[config.mk]
export PLATFORM = sky130hd
export DESIGN_NAME = instr_byte_fetch
export DESIGN_NICKNAME = d
export VERILOG_FILES = /design/src/rtl/instr_byte_fetch.sv
export SDC_FILE = /design/constraint.sdc
export NUM_CORES = 1
export LEC_CHECK = 0
export BUFFER_PORTS_ARGS = -buffer_cell sky130_fd_sc_hd__buf_2
export CORE_MARGIN = 10
export CORE_UTILIZATION = 49
export DETAILED_ROUTE_END_ITERATION = 6
export PLACE_DENSITY_LB_ADDON = 0.15
export SKIP_LAST_GASP = 1
export SLEW_MARGIN = 15
export SYNTH_ARGS = -nofsm -noshare
export SYNTH_HDL_FRONTEND = slang
export SYNTH_SLANG_ARGS = --single-unit
[constraint.sdc]
create_clock -name i_clk -period 4.5 [get_ports i_clk]
set_clock_uncertainty 0.15 [all_clocks]
set_input_delay 0.45 -clock i_clk [delete_from_list [all_inputs] [get_ports i_clk]]
set_output_delay 0.45 -clock i_clk [all_outputs]
set_load 0.005 [all_outputs]
[src/rtl/instr_byte_fetch.sv]
// Program-counter owner that reads a byte-wide synchronous instruction memory
// and streams each 32-bit instruction to the consumer as 4 bytes, LSB first.
module instr_byte_fetch #(
  parameter int                 ADDR_W   = 16,
  parameter logic [ADDR_W-1:0]  RESET_PC = '0
) (
  input  logic              i_clk,
  input  logic              i_rst,
  input  logic              i_run,
  output logic              o_mem_rd,
  output logic [ADDR_W-1:0] o_mem_addr,
  input  logic [7:0]        i_mem_data,
  output logic [7:0]        o_byte_out,
  output logic              o_byte_valid,
  input  logic              i_byte_ready,
  output logic [1:0]        o_byte_idx,
  output logic              o_instr_done,
  output logic              o_flush,
  input  logic              i_redirect_en,
  input  logic [ADDR_W-1:0] i_redirect_pc,
  output logic [ADDR_W-1:0] o_pc,
  output logic [1:0]        o_state
);

  localparam logic [ADDR_W-1:0] ALIGN_MASK = ~ADDR_W'(3);
  localparam logic [ADDR_W-1:0] PC_RESET   = RESET_PC & ALIGN_MASK;
  localparam logic [ADDR_W-1:0] PC_STEP    = ADDR_W'(4);

  typedef enum logic [1:0] {
    S_IDLE = 2'd0,
    S_REQ  = 2'd1,
    S_CAPT = 2'd2,
    S_HOLD = 2'd3
  } state_t;

  state_t            r_state;
  state_t            w_next_state;
  logic [ADDR_W-1:0] r_pc;
  logic [1:0]        r_byte_idx;
  logic [7:0]        r_byte_out;
  logic              r_byte_valid;

  logic              w_mem_rd;
  logic              w_transfer;
  logic              w_last_byte;
  logic [ADDR_W-1:0] w_pc_inc;
  logic [ADDR_W-1:0] w_redirect_pc;

  // Handshake: a byte moves in every cycle where o_byte_valid and i_byte_ready
  // are both high; once raised, o_byte_valid and o_byte_out hold until that
  // transfer or a redirect. A redirect overrides everything except reset.
  always_comb begin
    w_next_state = r_state;
    w_mem_rd     = 1'b0;
    w_transfer   = 1'b0;
    case (r_state)
      S_IDLE: begin
        if (i_run) w_next_state = S_REQ;
      end
      S_REQ: begin
        w_mem_rd     = 1'b1;
        w_next_state = S_CAPT;
      end
      S_CAPT: begin
        w_next_state = S_HOLD;
      end
      S_HOLD: begin
        if (i_byte_ready) begin
          w_transfer   = 1'b1;
          w_next_state = i_run ? S_REQ : S_IDLE;
        end
      end
      default: begin
        w_next_state = S_IDLE;
      end
    endcase
    // Any read already in flight is dropped because CAPT is bypassed.
    if (i_redirect_en) begin
      w_mem_rd     = 1'b0;
      w_next_state = i_run ? S_REQ : S_IDLE;
    end
  end

  assign w_last_byte   = (r_byte_idx == 2'd3);
  assign w_pc_inc      = r_pc + PC_STEP;
  assign w_redirect_pc = i_redirect_pc & ALIGN_MASK;

  always_ff @(posedge i_clk) begin
    if (i_rst) begin
      r_state      <= S_IDLE;
      r_pc         <= PC_RESET;
      r_byte_idx   <= 2'd0;
      r_byte_out   <= 8'd0;
      r_byte_valid <= 1'b0;
    end else begin
      r_state <= w_next_state;
      if (i_redirect_en) begin
        r_pc         <= w_redirect_pc;
        r_byte_idx   <= 2'd0;
        r_byte_valid <= 1'b0;
      end else begin
        if (r_state == S_CAPT) begin
          r_byte_out   <= i_mem_data;
          r_byte_valid <= 1'b1;
        end
        if (w_transfer) begin
          r_byte_valid <= 1'b0;
          if (w_last_byte) begin
            r_byte_idx <= 2'd0;
            r_pc       <= w_pc_inc;
          end else begin
            r_byte_idx <= r_byte_idx + 2'd1;
          end
        end
      end
    end
  end

  assign o_mem_rd     = w_mem_rd;
  assign o_mem_addr   = (r_state == S_REQ) ? {r_pc[ADDR_W-1:2], r_byte_idx} : '0;
  assign o_byte_out   = r_byte_out;
  assign o_byte_valid = r_byte_valid;
  assign o_byte_idx   = r_byte_idx;
  // A redirect coinciding with the byte-3 transfer still completes the instruction.
  assign o_instr_done = w_transfer & w_last_byte;
  assign o_flush      = i_redirect_en;
  assign o_pc         = r_pc;
  assign o_state      = r_state;

endmodule

* After elaboration in Yosys (flattened, before gate mapping)
Index checks and enable logic that the tools add are counted.
** Word-level totals
- Register bits :: 29
- Bits of input ports :: 29
** Operators by class
- Bitwise logic cells :: 2
- Muxes and demuxes :: 14
- Add/subtract/negate cells :: 2
- Equality and inequality tests :: 6
- Reductions and logical operators :: 9
** Operators by type and width (count)
- $mux W16 :: 4
- $add A16 B3 Y16 const B :: 1
- $mux W2 :: 4
- $pmux W2 S4 :: 1
- $reduce_and A2 Y1 :: 4
- $eq A2 B2 Y1 const B :: 3
- $ne A3 B3 Y1 const B :: 2
- $mux W1 :: 5
- $reduce_bool A2 Y1 :: 2
- $reduce_or A3 Y1 :: 1
- $add A2 B1 Y2 const B :: 1
- $eq A2 B1 Y1 const B :: 1
- $logic_not A2 Y1 :: 1
- $reduce_or A2 Y1 :: 1
- $and A1 B1 Y1 :: 1
- $not A1 Y1 :: 1

* Depth between registers and ports, before layout
Gate-level depths: netlist (run 1).
- Word-level depth :: 4
- Depth in mapped cells :: 6
- Gate-level depth less buffers :: 6

* Worst setup path before layout (run 1)
Ideal clock, no wire load.
- Kind :: register -> register
- Start :: register r_state[0] (netlist: o_state[0])
- End :: register r_pc[14] (netlist: o_pc[14])
- Cell stages (with the launch flop) :: 6
- Required time :: 4.271 ns
- Path buffers :: 0
- Arrival :: 1.468 ns
- Setup slack :: 2.802 ns
- Clock period less this slack :: 1.698 ns
- Cells stage by stage :: dfxtp_1 ha_1 nand4_4 nor4_2 xnor2_1 a211oi_2
** On the way
- Longest elaborated chain between the ends :: 4
** RTL lines
- from (decl) :: line 36 : state_t r_state;
- from (signal assigned) :: line 96 : r_state <= w_next_state;
- $eq A2 B2 Y1 :: line 56 : case (r_state)
- $mux W1 :: line 56
- $reduce_bool A2 Y1 (no source line)
- $reduce_and A2 Y1 (no source line)
- to (signal assigned) :: line 98 : r_pc <= w_redirect_pc;
- to (signal assigned) :: line 110 : r_pc <= w_pc_inc;
- to (decl) :: line 38 : logic [ADDR_W-1:0] r_pc;
No other way between the ends.
A chain may end at the register's enable or synchronous reset.

* Final worst setup path (run 1)
- Start :: register r_state[1] (netlist: o_state[1])
- End :: output port o_mem_addr[7]
** On the way
- Longest elaborated chain between the ends :: 2
** RTL lines
- $eq A2 B1 Y1 :: line 120 : assign o_mem_addr = (r_state == S_REQ) ? {r_pc[ADDR_W-1:2], r_byte_idx} : '0;
- $mux W16 :: line 120
- to (decl) :: line 11 : output logic [ADDR_W-1:0] o_mem_addr,
No other way between the ends.

==> metrics.cfg, run 1 <==
[setup_path]
crit_path_start_kind=register
critPathArrivalTime_ns=1.59
cp_max_fo=17
worstSetupPathType=register to primary output
required_ns=3.90
regToRegSetupSlack_ns=2.53
end_kind=primary output

[floorplan]
dieArea_um2=5780
die_x_um=76.0
io-pin-count=77
core-area_um2=3030
rows=20
start_util=0.508
fp.dieH_um=76.0

[synth]
synth_cells=176
async_reset_ff_frac=0
yosys_warnings=0
synth_seq_cells=27
synth-main-ff-cell=dfxtp_1
synth_edf_count=0
synth_area_um2=1540
ys_seq_area_frac=0.351
synthDistinctLibCells=37
syn_avg_cell_area_um2=8.74

[timing]
finalHoldViolCount=0
max_clock_freq_mhz=457
maxSlewHeadroom=0.427
rsz0062_at_grt=false
setup_tns_ns=0
period_share=0.486
worstMarginPinSlew_ns=0.857
setup_viol_count_final=0
fin_crit_ns=2.19
finalMaxSlewViolations=0

[grt]
grt_first_pass_wirelength_mm=6.75
grt_pass1_vias=1515
antenna_found_initial=0
globalRouteTotalUtil=0.130
grt-ovfl-total=0
grt_max_degree=29

[placed_design]
dpl_cell_area_um2=1890
dp_hpwl_mm=2.96
gp_congestion=0.737
io_buffers=72
placedCellCount=282

[clock_tree]
clk_pin_slew_ns=0.15
numClockSinks=27
cts-root-buf=clkbuf_4
numCtsBuffers=3
postCtsSetupBuffers=0
cts.hold.buffers_added=0
h-tree-depth=1
cts_tree=built
insertion_delay_ns=0.32
clockBufferDepth=2
cts_resized=0

[finish]
nFillCells=296
fin_area_um2=1920
drive_above_1_share=0.347
fin_cells=286
multi_input_area_um2=910
fin_nets=279
antenna_cells=0
syn_to_final_growth_pct=24.5
seqCellArea_um2=541

[min_path]
holdCritPathClass=primary input to register

[power_and_ir_drop]
power.total_w=0.000442
pwr_density_cell_nw_per_um2=231
p_leak_nw=0.887
ir_worst_vdd_v=0.000181

[drt]
viasPerCell=5.01
routedWlPerCell_um=13.3
wirelength_mm=3.81
num_vias=1432
drt-initial-drc-count=64
drc=0
firstDrtPassIters=4
postRouteAntennaNets=0

[outcome]
status=complete, no violations

[job]
cap_viol_max_count=0

==> Yosys cell counts, types with 2 or more instances <==
| cell type | instances | area [um^2] |
|---|---|---|
| dfxtp_1 | 27 | 541 |
| nor2_1 | 19 | 71.3 |
| and2_1 | 15 | 93.8 |
| nand2_1 | 12 | 45.0 |
| a21oi_1 | 11 | 55.1 |
| xnor2_1 | 10 | 87.6 |
| mux2i_1 | 9 | 90.1 |
| a211oi_1 | 7 | 52.6 |
| ha_1 | 7 | 87.6 |
| nor3_1 | 7 | 35.0 |
| inv_1 | 6 | 22.5 |
| buf_4 | 5 | 37.5 |
| nand3_1 | 4 | 20.0 |
| nand4_1 | 4 | 25.0 |
| clkbuf_1 | 3 | 11.3 |
| nor4_2 | 3 | 37.5 |
| buf_2 | 2 | 10.0 |
| nand2b_1 | 2 | 12.5 |
| nand4_4 | 2 | 42.5 |
| nor2b_1 | 2 | 12.5 |
| nor4_1 | 2 | 12.5 |
| or3_1 | 2 | 12.5 |
==> metal layers <==
metal | global-route usage | vias to the layer above | part of all wire | wire length [um]
met1 | 0.155 | 647 | 0.43 | 1650
met5 | 0 | - | 0 | 0
met2 | 0.219 | 44 | 0.49 | 1850
li1 | - | 739 | - | -
met4 | 0.0227 | 0 | 0.0021 | 8
met3 | 0.0448 | 2 | 0.079 | 303
==> registers in the layout, summed over array words and instances, names as in the netlist <==
register,cells
o_byte_valid,1
o_state,2
o_pc,14
o_byte_idx,2
o_byte_out,8
==> final timing paths <==
check,cells after the start,startpoint,end
worst min-delay path,3,i_mem_data[0],o_byte_out[0]
worst max-delay path,4,o_state[1],o_mem_addr[7]
worst max register to register,5,o_state[0],o_byte_out[3]
worst min register to register,2,o_byte_out[2],o_byte_out[2]
==> stage by stage <==
stage,hold slack (ns),worst slack [ns],utilization
final,0.203,2.31,0.633
after CTS,0.192,2.24,0.633
after global routing,0.190,2.12,0.633
after global placement,0.318,2.51,0.624
after floorplan,0.335,2.80,-
after detailed placement,0.330,2.52,0.624
==> cells by family after synthesis <==
group | synth area share
compound gates | 0.118
xor+xnor | 0.0626
fa+ha+maj | 0.0569
buf+inv | 0.0602
flops | 0.351
mux | 0.0659
other cells | 0.00244
simple gates | 0.283
==> cell usage in the layout, fill, tap and decap left out, types with 9 or more instances in the layout <==
| cell type | Yosys | routed |
|---|---|---|
| buf_2 | 2 | 72 |
| nand2_1 | 12 | 12 |
| and2_1 | 15 | 15 |
| xnor2_1 | 10 | 10 |
| a21oi_1 | 11 | 11 |
| dfxtp_1 | 27 | 27 |
| nor2_1 | 19 | 19 |
| mux2i_1 | 9 | 9 |
==> where the power goes <==
part	leakage (nW)	internal [W]	switching, W
logic	0.648	0.0000365	0.0000367
registers	0.221	0.000249	0.0000153
clock network	0.0177	0.0000333	0.0000713
total	0.887	0.000319	0.000123
==> worst max-delay path, stage by stage, from the launching register on <==
cell     delay, ns
dfxtp_1       0.44
inv_1         0.12
ha_1          0.34
and2_2        0.25
buf_2         0.12
==> area by class of cell <==
cell class | count | share of cell area
clock buffers | 3 | 0.0118
clock inverters | 1 | 0.00261
inverters | 6 | 0.0118
multi-input cells | 133 | 0.475
flip-flops and latches | 27 | 0.282
well taps | 44 | 0.0287
repair buffers | 72 | 0.188
Note: power is estimated with default switching activity, not from simulation.
==> run 2, diff against run 1 <==
--- a/config.mk
+++ b/config.mk
@@ -5,9 +5,10 @@
 export SDC_FILE = /design/constraint.sdc
 export NUM_CORES = 1
 export LEC_CHECK = 0
+export ABC_AREA = 1
 export BUFFER_PORTS_ARGS = -buffer_cell sky130_fd_sc_hd__buf_2
 export CORE_MARGIN = 10
-export CORE_UTILIZATION = 49
+export CORE_UTILIZATION = 47
 export DETAILED_ROUTE_END_ITERATION = 6
 export PLACE_DENSITY_LB_ADDON = 0.15
 export SKIP_LAST_GASP = 1
==> constraint.sdc (replaced) <==
create_clock -name i_clk -period 2.2 [get_ports i_clk]
set_clock_uncertainty 0.15 [all_clocks]
set_input_delay 0.22 -clock i_clk [delete_from_list [all_inputs] [get_ports i_clk]]
set_output_delay 0.22 -clock i_clk [all_outputs]
set_load 0.005 [all_outputs]
==> run 2 against run 1 <==
Net effect:
- cell count increased by 32%
- core utilization increased by 2.4 points
- routed wire length increased by 19%
- cell area increased by 16%
- register-to-register slack got worse by 2.0 ns
- critical path depth increased by 2
- worst setup slack got worse by 2.0 ns
- first-iteration DRC count increased by 13%
- combinational power increased to 3.0 times the previous value
- sequential power increased by 110%
==> metrics.cfg, run 2 <==
[outcome]
status=complete, no violations

[clock_tree]
numClockSinks=27  ; unchanged
cts_resized=0  ; unchanged
clockBufferDepth=2  ; unchanged
clk_pin_slew_ns=0.15  ; about the same
insertion_delay_ns=0.33  ; about the same
h-tree-depth=1  ; unchanged
cts-root-buf=clkbuf_4
cts_tree=built
numCtsBuffers=3  ; unchanged

[synth]
synth_cells=247  ; +40%
synth-main-ff-cell=dfxtp_1
synth_area_leaders=dfxtp_1, nand2_1, inv_1
yosys_warnings=0  ; unchanged
syn_avg_cell_area_um2=6.75  ; -23%
yosysMostFrequentCell=nand2_1
yosysTopAreaCell=dfxtp_1
synthDistinctLibCells=34  ; -8.1%
ys_seq_area_frac=0.324  ; -0.0269
yosys.area.top_type_share=0.324  ; -0.0269
synth_area_um2=1670  ; +8.3%
async_reset_ff_frac=0  ; unchanged
synth_edf_count=0  ; unchanged
synthTopCellsByCount=nand2_1, inv_1, nor2_1, dfxtp_1
synth_seq_cells=27  ; unchanged

[floorplan]
rows=21  ; +5.0%
core-area_um2=3390  ; +12%
dieArea_um2=6330  ; +9.4%
io-pin-count=77  ; unchanged
start_util=0.492  ; -0.0166
die_x_um=79.5  ; +4.6%
fp.dieH_um=79.5  ; +4.6%

[timing]
finalHoldViolCount=0  ; unchanged
setup_tns_ns=0  ; unchanged
setup_viol_count_final=0  ; unchanged
period_share=0.841
max_clock_freq_mhz=540
rsz0062_at_grt=false
hold_ws_ns=0.0390  ; -0.164 ns
finalMaxSlewViolations=0  ; unchanged
fin_crit_ns=1.85

[drt]
postRouteAntennaNets=0  ; unchanged
wirelength_mm=4.52  ; +19%
drc=0  ; unchanged
num_vias=1749  ; +22%
viasPerCell=4.64  ; -7.3%
firstDrtPassIters=4  ; unchanged
drt-initial-drc-count=72  ; +13%
routedWlPerCell_um=12.0  ; -10%

[setup_path]
worstSetupPathType=register to primary output
crit_path_start_kind=register
required_ns=1.83  ; -2.07 ns
critPathArrivalTime_ns=1.48  ; -0.11 ns
cp_max_fo=6  ; -11
end_kind=primary output

[power_and_ir_drop]
combPwrFrac=0.224  ; +0.059
p_int_w=0.000687  ; +120%
pwr-share-seq=0.553  ; -0.045
ir_worst_vdd_v=0.000361  ; +100%
switching_share=0.304  ; +0.0259
power_switching_w=0.000301  ; +140%
p_leak_nw=1.24  ; +39%
pwr_density_cell_nw_per_um2=444  ; +92%
p_clk_frac=0.223  ; -0.013

[finish]
syn_to_final_growth_pct=33.6
final_common_cell=buf_2
largest_reg_flops=14  ; unchanged
fin_nets=368  ; +32%
drive_above_1_share=0.326  ; -0.0208
antenna_cells=0  ; unchanged
layout_common_cells=buf_2, nand2_1, inv_1

[grt]
grt-ovfl-total=0  ; unchanged
grt_pass1_vias=1726  ; +14%
antenna_found_initial=0  ; unchanged
grt_max_degree=18  ; -38%
grt_first_pass_wirelength_mm=7.80  ; +16%
globalRouteTotalUtil=0.147  ; +0.0173

[placed_design]
gp_congestion=0.865  ; +17%
io_buffers=72  ; unchanged
dp_hpwl_mm=3.46  ; +17%

[job]
cap_viol_max_count=0  ; unchanged

[min_path]
holdCritPathClass=primary input to register

[run 2: changes by cell type after synthesis, sizes merged, moves of 6 or more]
| cell | previous run | this run |
|---|---|---|
| inv | 6 | 41 |
| xnor2 | 10 | 2 |
| nand2 | 12 | 62 |
| nand3 | 4 | 15 |
| nor2 | 19 | 34 |
| o21ai | 1 | 20 |
| a211oi | 8 | 2 |
| and2 | 16 | 0 |
| mux2i | 9 | 0 |
[run 2: per-stage QoR]
stage                     instances   util  setup WS, ns  area, um^2  total power (W)
after CTS                       377  0.657         0.323        2230          0.00101
final                           377  0.657         0.349        2230         0.000988
after global placement          358  0.604         0.533        2050         0.000758
after global routing            377  0.657         0.209        2230          0.00106
after detailed placement        358  0.604         0.528        2050         0.000760
after floorplan                 248      -         0.605        1670         0.000675
[run 2: critical path, cell delays in order (launching register included)]
cell	delay, ns
dfxtp_1	0.44
ha_1	0.24
nand2_2	0.09
inv_2	0.09
nand2_4	0.07
inv_4	0.09
buf_2	0.12
[run 2: final cells by class]
type                    count  area [um^2]
clock buffers               3         22.5
clock inverters             1         5.00
fillers                   296         1160
inverters                  41          159
multi-input cells         171          923
flip-flops and latches     27          541
well taps                  46         57.6
repair buffers             88          518
[run 2: layer usage]
| metal | vias up | share of wire | wire length, um | track usage |
|---|---|---|---|---|
| li1 | 944 | - | - | - |
| met1 | 757 | 0.42 | 1890 | 0.155 |
| met2 | 46 | 0.48 | 2190 | 0.260 |
| met3 | 2 | 0.094 | 424 | 0.0676 |
| met4 | 0 | 0.0053 | 24 | 0.0323 |
| met5 | - | 0 | 0 | 0 |
[run 2: power by group through the flow]
stage | registers [W] | clock network, W | logic, W
floorplan | 0.000555 | 0 | 0.000119
global placement | 0.000557 | 0 | 0.000201
detailed placement | 0.000558 | 0 | 0.000202
CTS | 0.000547 | 0.000236 | 0.000223
global route | 0.000552 | 0.000249 | 0.000254
finish | 0.000547 | 0.000220 | 0.000221
[run 2: worst paths after layout]
kind | startpoint | end | slack, ns | depth (start not counted)
max | o_state[0] | o_instr_done | 0.35 | 6
min reg2reg | o_byte_out[5] | o_byte_out[5] | 0.35 | 2
min | i_redirect_pc[10] | o_pc[10] | 0.04 | 5
max reg2reg | o_state[0] | o_pc[14] | 0.50 | 10
[run 2: logic make-up (layout without fill, tap and decap cells)]
group / count (synthesis) / after routing / share of synthesized area
AO/OA/AOI/OAI: 38 / 38 / 0.140
XOR/XNOR: 5 / 5 / 0.0263
adder cells (fa/ha/maj): 7 / 7 / 0.0526
buffers and inverters: 50 / 133 / 0.124
flip-flops: 27 / 27 / 0.324
other: 1 / 2 / 0.00225
AND/OR/NAND/NOR: 119 / 119 / 0.331
[run 2: repair_timing]
item / CTS / global route
hold buffers: 15 / 0
setup buffers: 0 / 0
endpoints found under the hold margin: 15 / 0
